### config.mk
export PLATFORM = sky130hd
export DESIGN_NAME = br_resolve
export DESIGN_NICKNAME = d
export VERILOG_FILES = /design/src/rtl/br_resolve.sv
export SDC_FILE = /design/constraint.sdc
export NUM_CORES = 1
export LEC_CHECK = 0
export ABC_AREA = 0
export BUFFER_PORTS_ARGS = -buffer_cell sky130_fd_sc_hd__buf_2
export CAP_MARGIN = 20
export CORE_ASPECT_RATIO = 0.7
export CORE_MARGIN = 2
export CORE_UTILIZATION = 35
export DETAILED_ROUTE_END_ITERATION = 8
export SYNTH_ARGS = -nofsm -noshare
export SYNTH_HDL_FRONTEND = slang
export SYNTH_SLANG_ARGS = --single-unit
### constraint.sdc
create_clock -name clk -period 8.2 [get_ports clk]
set_input_delay 1.23 -clock clk [delete_from_list [all_inputs] [get_ports clk]]
set_output_delay 1.23 -clock clk [all_outputs]
set_load 0.005 [all_outputs]
### src/rtl/br_resolve.sv
// Branch resolution: FIFO of in-flight predictions, compared against EX outcomes to drive
// predictor updates and mispredict flushes. Optional counters under BR_RESOLVE_STATS_EN.
module br_resolve #(
    parameter int DEPTH = 4
) (
    input  logic        clk,
    input  logic        rst,
    input  logic        IF_Valid_i,
    input  logic [31:0] IF_PC_i,
    input  logic        IF_PredTaken_i,
    input  logic [31:0] IF_PredTarget_i,
    input  logic        Stall_i,
    input  logic        EX_Valid_i,
    input  logic [31:0] EX_PC_i,
    input  logic [31:0] EX_Target_i,
    input  logic        EX_IsBranch_i,
    input  logic        EX_Taken_i,
    output logic        Full_o,
    output logic        WriteEn_o,
    output logic        BranchTaken_o,
    output logic [31:0] WriteAddr_o,
    output logic [31:0] WriteTarget_o,
    output logic        Flush_o,
    output logic [31:0] RedirectPC_o,
    output logic        Err_o
`ifdef BR_RESOLVE_STATS_EN
    ,
    output logic [31:0] BranchCnt_o,
    output logic [31:0] MissCnt_o
`endif
);
    localparam int AW = $clog2(DEPTH);

    typedef struct packed {
        logic [31:0] pc;
        logic        pred_taken;
        logic [31:0] pred_target;
    } entry_t;

    entry_t      r_mem [DEPTH];
    logic [AW:0] r_wr_ptr;
    logic [AW:0] r_rd_ptr;

    logic        r_write_en;
    logic        r_branch_taken;
    logic [31:0] r_write_addr;
    logic [31:0] r_write_target;
    logic        r_flush;
    logic [31:0] r_redirect_pc;
    logic        r_err;

    logic [AW:0] w_count;
    logic        w_empty;
    logic        w_full;
    entry_t      w_head;
    logic        w_ex_req;
    logic        w_pop;
    logic        w_push;
    logic        w_mispredict;
    logic [31:0] w_redirect;

    assign w_count  = r_wr_ptr - r_rd_ptr;
    assign w_empty  = (r_wr_ptr == r_rd_ptr);
    assign w_full   = (w_count == (AW + 1)'(DEPTH));
    assign w_head   = r_mem[r_rd_ptr[AW-1:0]];
    assign w_ex_req = EX_Valid_i && !Stall_i;
    assign w_pop    = w_ex_req && !w_empty;
    assign w_push   = IF_Valid_i && !Stall_i && (!w_full || w_pop);

    always_comb begin
        w_mispredict = 1'b0;
        if (EX_IsBranch_i) begin
            if (w_head.pred_taken != EX_Taken_i)
                w_mispredict = 1'b1;
            else if (EX_Taken_i && (w_head.pred_target != EX_Target_i))
                w_mispredict = 1'b1;
        end else if (w_head.pred_taken) begin
            w_mispredict = 1'b1;
        end
        w_redirect = (EX_IsBranch_i && EX_Taken_i) ? EX_Target_i : EX_PC_i + 32'd4;
    end

    // Storage carries no reset; stale slots are unreachable once the pointers are cleared.
    always_ff @(posedge clk) begin
        if (w_push)
            r_mem[r_wr_ptr[AW-1:0]] <= '{pc: IF_PC_i, pred_taken: IF_PredTaken_i,
                                         pred_target: IF_PredTarget_i};
    end

    // A mispredict collapses the queue onto the post-pop read pointer, dropping any same-cycle push.
    always_ff @(posedge clk) begin
        if (rst) begin
            r_wr_ptr <= '0;
            r_rd_ptr <= '0;
        end else if (w_pop && w_mispredict) begin
            r_rd_ptr <= r_rd_ptr + 1'b1;
            r_wr_ptr <= r_rd_ptr + 1'b1;
        end else begin
            if (w_push) r_wr_ptr <= r_wr_ptr + 1'b1;
            if (w_pop)  r_rd_ptr <= r_rd_ptr + 1'b1;
        end
    end

    always_ff @(posedge clk) begin
        if (rst) begin
            r_write_en     <= 1'b0;
            r_branch_taken <= 1'b0;
            r_write_addr   <= '0;
            r_write_target <= '0;
            r_flush        <= 1'b0;
            r_redirect_pc  <= '0;
            r_err          <= 1'b0;
        end else begin
            r_write_en <= w_pop && EX_IsBranch_i;
            r_flush    <= w_pop && w_mispredict;
            if (w_pop) begin
                r_branch_taken <= EX_Taken_i;
                r_write_addr   <= EX_PC_i;
                r_write_target <= EX_Target_i;
            end
            if (w_pop && w_mispredict)
                r_redirect_pc <= w_redirect;
            if (w_ex_req && (w_empty || (w_head.pc != EX_PC_i)))
                r_err <= 1'b1;
        end
    end

`ifdef BR_RESOLVE_STATS_EN
    logic [31:0] r_branch_cnt;
    logic [31:0] r_miss_cnt;

    always_ff @(posedge clk) begin
        if (rst) begin
            r_branch_cnt <= '0;
            r_miss_cnt   <= '0;
        end else begin
            if (w_pop && EX_IsBranch_i && (r_branch_cnt != 32'hFFFF_FFFF))
                r_branch_cnt <= r_branch_cnt + 32'd1;
            if (w_pop && w_mispredict && (r_miss_cnt != 32'hFFFF_FFFF))
                r_miss_cnt <= r_miss_cnt + 32'd1;
        end
    end

    assign BranchCnt_o = r_branch_cnt;
    assign MissCnt_o   = r_miss_cnt;
`endif

    assign Full_o        = w_full;
    assign WriteEn_o     = r_write_en;
    assign BranchTaken_o = r_branch_taken;
    assign WriteAddr_o   = r_write_addr;
    assign WriteTarget_o = r_write_target;
    assign Flush_o       = r_flush;
    assign RedirectPC_o  = r_redirect_pc;
    assign Err_o         = r_err;
endmodule

==> results of run 1 <==
[state kept, by name (all words and copies together) (netlist names), named ones only]
| signal | flops |
|---|---|
| r_mem | 260 |
| r_wr_ptr | 3 |
| BranchTaken_o | 1 |
| r_rd_ptr | 3 |
| Err_o | 1 |
| WriteEn_o | 1 |
| WriteAddr_o | 32 |
| WriteTarget_o | 32 |
| Flush_o | 1 |
| RedirectPC_o | 32 |
[cells in the final DEF, fill, tap and decap left out, types with 37 or more instances in the layout]
cell type	instances
dfxtp_1	106
xnor2_1	55
a21oi_1	120
nor2_1	44
buf_2	235
edfxtp_1	260
clkbuf_16	42
xor2_1	37
mux4_2	63
nand2_1	145
[worst min-delay path, stage by stage (launching register included)]
cell     delay [ns]
dfxtp_1        0.30
nand2_1        0.05
a21oi_1        0.05
[cells by family (layout without fill, tap and decap cells)]
| family | count (synthesis) | in the layout | synth area share [%] |
|---|---|---|---|
| buf+inv | 78 | 327 | 2.47 |
| other cells | 0 | 8 | 0 |
| xor+xnor | 92 | 92 | 5.29 |
| fa+ha+maj | 8 | 8 | 0.657 |
| compound gates | 171 | 171 | 5.96 |
| mux | 79 | 79 | 10.4 |
| simple gates | 305 | 305 | 9.77 |
| flops | 368 | 368 | 65.5 |
[stage by stage]
| stage | util (%) | setup WS [ns] | total power [mW] | hold WS, ns | area (sq um) |
|---|---|---|---|---|---|
| after global routing | 42.6 | 3.76 | 4.57 | 0.471 | 18200 |
| after CTS | 42.6 | 3.74 | 4.43 | 0.452 | 18100 |
| final | 42.7 | 4.08 | 4.39 | 0.451 | 18200 |
| after floorplan | - | 4.32 | 2.50 | 0.453 | 15200 |
| after detailed placement | 39.7 | 3.71 | 2.73 | 0.444 | 16900 |
| after global placement | 39.7 | 3.85 | 2.72 | 0.439 | 16900 |
[final timing paths]
kind	end
setup / recovery	r_wr_ptr[1]
hold / removal	WriteTarget_o[1]
setup reg to reg	r_wr_ptr[1]
hold reg to reg	WriteTarget_o[1]
[power by group through the flow]
| stage | clock, mW | sequential (mW) | combinational [mW] |
|---|---|---|---|
| after global placement | 0 | 2.18 | 0.534 |
| after CTS | 1.74 | 2.15 | 0.543 |
| after floorplan | 0 | 2.16 | 0.341 |
| after global routing | 1.82 | 2.16 | 0.588 |
| final | 1.71 | 2.15 | 0.540 |
| after detailed placement | 0 | 2.19 | 0.542 |
[metal layers]
metal | up-vias | track usage, % | part of all wire [%] | wire [um]
li1 | 4555 | - | - | -
met1 | 4983 | 28.0 | 46 | 20600
met2 | 323 | 29.2 | 45 | 19900
met3 | 76 | 5.06 | 6.6 | 2920
met4 | 8 | 5.47 | 2.4 | 1050
met5 | - | 0 | 0.12 | 52
[layout make-up]
cell class / count / area share [%]
timing repair buffer: 250 / 7.17
tap: 585 / 4.02
clock buffer: 56 / 6.28
multi-input combinational: 655 / 27.0
antenna: 8 / 0.110
inverter: 6 / 0.124
clock inverter: 15 / 0.516
sequential: 368 / 54.8
==> impl_metrics.yaml, run 1 <==
die:
  fp.dieW_um: 253
  die_h_um: 179
  boundaryPins: 237
  die-area_sq_mm: 0.0452
  start_util_pct: 35.7
  core_sq_mm: 0.0426
  num_rows: 63
pwr:
  clock_power_share_pct: 38.9
  pwr-share-comb_pct: 12.3
  power_frac_seq_pct: 48.8
  p_switching_mw: 1.10
  powerDensity_mw_per_mm2: 241
  power_leakage_nw: 6.30
  intPower_mw: 3.30
  peakVddDrop_uv: 115
  p_sw_share_pct: 25.0
synthesis:
  ys_top_cells_by_count: "edfxtp_1, nand2_1, a21oi_1, dfxtp_1, mux4_2"
  synth_area_leaders: "edfxtp_1, dfxtp_1, mux4_2"
  async_flop_share_pct: 0
  ys_warn_count: 0
  ys_seq_area_share_pct: 65.5
  ys_ff_latch: 368
  yosys.cell_count.top_type: "edfxtp_1"
  synth_cell_types: 51
  synth.avg_cell_area_sq_um: 13.8
  yosysTopAreaCell: "edfxtp_1"
  ys.flop_type: "edfxtp_1"
  synthesis.instances: 1101
  synthesis.nets: 1245
  synth_area_sq_mm: 0.0152
  synth_top_area_share_pct: 51.3
  synth_edf_count: 260
critical_path:
  critPathTopFamily: "simple AND/OR/NAND/NOR gates"
  worstSetupStartpointType: "flip-flop"
  cp_max_fo: 39
  crit_buf_inv: 3
  required_ns: 8.60
  crit_cells: 10
  crit_top_cell: "buf_4"
  worstPathCellList: "buf_4 > mux4_2 > xor2_1 > nor4_1 > nand3_1 > nor4_4 > buf_6 > buf_4 > nand2b_1 > a211oi_2"
  endpoint_kind: "flip-flop"
  critPathArrivalTime_ns: 4.51
  worstRegToRegCells: 10
  cpPeakStageDelay_ns: 0.69
  path_class: "reg -> reg"
  reg2reg_slack_ns: 4.08
  cp_slowest_cell: "dfxtp_4"
hold_path:
  whs_path_depth: 2
  hold_class: "reg -> reg"
  min_from: "WriteTarget_o[1]"
timing:
  period_needed_ns: 4.12
  worst_pin_slew_ns: 1.09
  fin_crit_sh_pct: 50.2
  hold_viol: 0
  rsz0062_at_grt: "false"
  slew_headroom_pct: 27.7
  final.setup.tns_ns: 0
  setup_viol: 0
  drv_slew: 0
  max_freq_ghz: 0.243
  clock_skew_ns: 0.0222
drt:
  drt-vias-per-instance: 5.12
  drc: 0
  first_iter_violations: 940
  wirelength_um: 44500
  postRouteAntennaNets: 0
  via_count: 9945
  dr.pass1.iters: 5
  wl_per_cell_um: 22.9
global_routing:
  grt_pass1_wl_um: 64100
  antenna_found_initial: 13
  grt_max_degree: 69
  grt_use_total_pct: 19.5
  grt-ovfl-total: 0
  grt_pass1_vias: 9623
clocking:
  cts.clk_slew.worst_paths_ns: 0.06
  cts_resized: 0
  insertion_delay_ns: 0.54
  cts_tree: "built"
  cts_hold_buf: 0
  root_buffer: "clkbuf_16"
  cts_setup_buffers: 0
  clock-sinks: 368
  clock_tree.buffer_depth: 3
  numCtsBuffers: 39
  htreeDepth: 2
finish:
  fin_nets: 1464
  fill_cells: 3891
  final-seq-area_sq_mm: 0.00998
  drive_gt1_share_pct: 28.8
  finalNonFillerCells: 1943
  multiInputGateArea_sq_mm: 0.00491
  syn_to_final_growth_pct: 19.5
place:
  routabilityCongestion: 0.780
  hpwl_um: 30400
  numPortBuffers: 236
  place_inst: 1862
run_status:
  status: "complete, no violations"
flow_run:
  drv_cap: 0
(Power assumes the default switching activity.)
==> run 2, diff against run 1 <==
==> constraint.sdc (replaced) <==
create_clock -name clk -period 3.43 [get_ports clk]
set_input_delay 0.5145 -clock clk [delete_from_list [all_inputs] [get_ports clk]]
set_output_delay 0.5145 -clock clk [all_outputs]
set_load 0.005 [all_outputs]
==> impl_metrics.yaml, run 2 (synthesized netlist as in run 1, its figures left out) <==
timing:
  period_needed_ns: 3.07
  slew_headroom_pct: 41.5
  final.setup.tns_ns: 0
  max_freq_ghz: 0.326
  drv_slew: 0
  setup_viol: 0
  fin_crit_sh_pct: 89.4
  worst_pin_slew_ns: 0.877
  hold_viol: 0
  rsz0062_at_grt: "false"
  clock_skew_ns: 0.0251
clocking:
  numCtsBuffers: 38
  insertion_delay_ns: 0.55
  clock-sinks: 368
  cts_tree: "built"
  root_buffer: "clkbuf_16"
  cts.clk_slew.worst_paths_ns: 0.06
  cts_setup_buffers: 0
  cts_resized: 0
  cts_hold_buf: 0
  htreeDepth: 2
  clock_tree.buffer_depth: 3
drt:
  dr_wl_met2_um: 20300
  highest_layer: "met5"
  wl_met1_um: 20300
  wl_per_cell_um: 23.2
  wirelength_um: 45300
  dr_wl_met3_um: 3320
  dr.pass1.iters: 5
  via_count: 10000
  postRouteAntennaNets: 0
  drc: 0
  first_iter_violations: 872
  drt-vias-per-instance: 5.14
die:
  fp.dieW_um: 253
  start_util_pct: 35.7
  boundaryPins: 237
  core_sq_mm: 0.0426
  die-area_sq_mm: 0.0452
  die_h_um: 179
  num_rows: 63
critical_path:
  crit_buf_inv: 3
  path_class: "reg -> reg"
  worstSetupStartpointType: "flip-flop"
  cpPeakStageDelay_ns: 0.51
  endpoint_kind: "flip-flop"
  worstPathCellList: "buf_12 > buf_4 > mux4_2 > xor2_1 > nor4_1 > nand3_1 > nor4_4 > buf_12 > nand2b_1 > a211oi_2"
  crit_top_cell: "buf_12"
  required_ns: 3.83
  critPathArrivalTime_ns: 3.47
  cp_max_fo: 68
  cp_slowest_cell: "mux4_2"
  critPathTopFamily: "simple AND/OR/NAND/NOR gates"
pwr:
  pwr-share-comb_pct: 13.0
  powerDensity_mw_per_mm2: 577
  power_leakage_nw: 6.40
  clock_power_share_pct: 39.1
  power_frac_seq_pct: 48.0
  peakVddDrop_uv: 311
  intPower_mw: 8.00
  p_switching_mw: 2.62
  p_sw_share_pct: 24.6
global_routing:
  grt-ovfl-total: 0
  grt_use_total_pct: 20.0
  grt_max_degree: 69
  grt_pass1_wl_um: 65600
  grt_pass1_vias: 9924
  antenna_found_initial: 12
run_status:
  status: "complete, no violations"
place:
  place_inst: 1879
  routabilityCongestion: 0.802
  hpwl_um: 31300
  numPortBuffers: 236
finish:
  largest_register_ffs: 260
  drive_gt1_share_pct: 29.8
  mostFrequentLayoutCell: "edfxtp_1"
  syn_to_final_growth_pct: 20.8
  layout_common_cells: "edfxtp_1, buf_2, nand2_1, a21oi_1, dfxtp_1"
  fin_nets: 1478
  finalNonFillerCells: 1954
  fill_cells: 3908
hold_path:
  hold_class: "in -> reg"
flow_run:
  drv_cap: 0
[run 2: area by class of cell]
| class | instances | area, sq um | area share (%) |
|---|---|---|---|
| antenna | 5 | 12.5 | 0.0680 |
| inverter | 6 | 22.5 | 0.122 |
| clock inverter | 22 | 226 | 1.23 |
| timing repair buffer | 265 | 1500 | 8.16 |
| multi-input combinational | 655 | 4910 | 26.7 |
| tap | 585 | 732 | 3.98 |
| clock buffer | 48 | 1020 | 5.56 |
| sequential | 368 | 9980 | 54.2 |
[run 2: worst paths after layout]
check	startpoint	end	slack, ns	cells past startpoint
worst max-delay path	flip-flop	r_wr_ptr[2]	0.36	10
worst min-delay path	IF_PredTarget_i[7]	r_mem[1][7]	0.18	1
worst max register to register	flip-flop	r_wr_ptr[2]	0.36	10
worst min register to register	WriteAddr_o[18]	WriteAddr_o[18]	0.45	2
[run 2: through the flow]
stage | setup slack [ns] | power (mW) | util, % | area [sq um] | hold slack (ns)
detailed placement | 0.375 | 6.58 | 40.2 | 17100 | 0.443
global placement | 0.361 | 6.55 | 40.2 | 17100 | 0.438
floorplan | 0.0120 | 5.99 | - | 15200 | 0.453
CTS | 0.349 | 10.8 | 43.1 | 18400 | 0.149
global route | 0.122 | 11.1 | 43.1 | 18400 | 0.159
finish | 0.362 | 10.6 | 43.1 | 18400 | 0.178
[run 2: metal layers]
metal / up-vias / GRT usage [%]
met5: - / 0
met4: 12 / 6.24
met3: 81 / 5.68
met2: 333 / 30.1
met1: 5035 / 28.1
li1: 4576 / -
[run 2: power by group through the flow]
stage,clock (mW),sequential [mW],combinational (mW)
global route,4.45,5.11,1.50
floorplan,0,5.17,0.815
CTS,4.27,5.10,1.39
global placement,0,5.18,1.37
finish,4.15,5.10,1.38
detailed placement,0,5.19,1.39
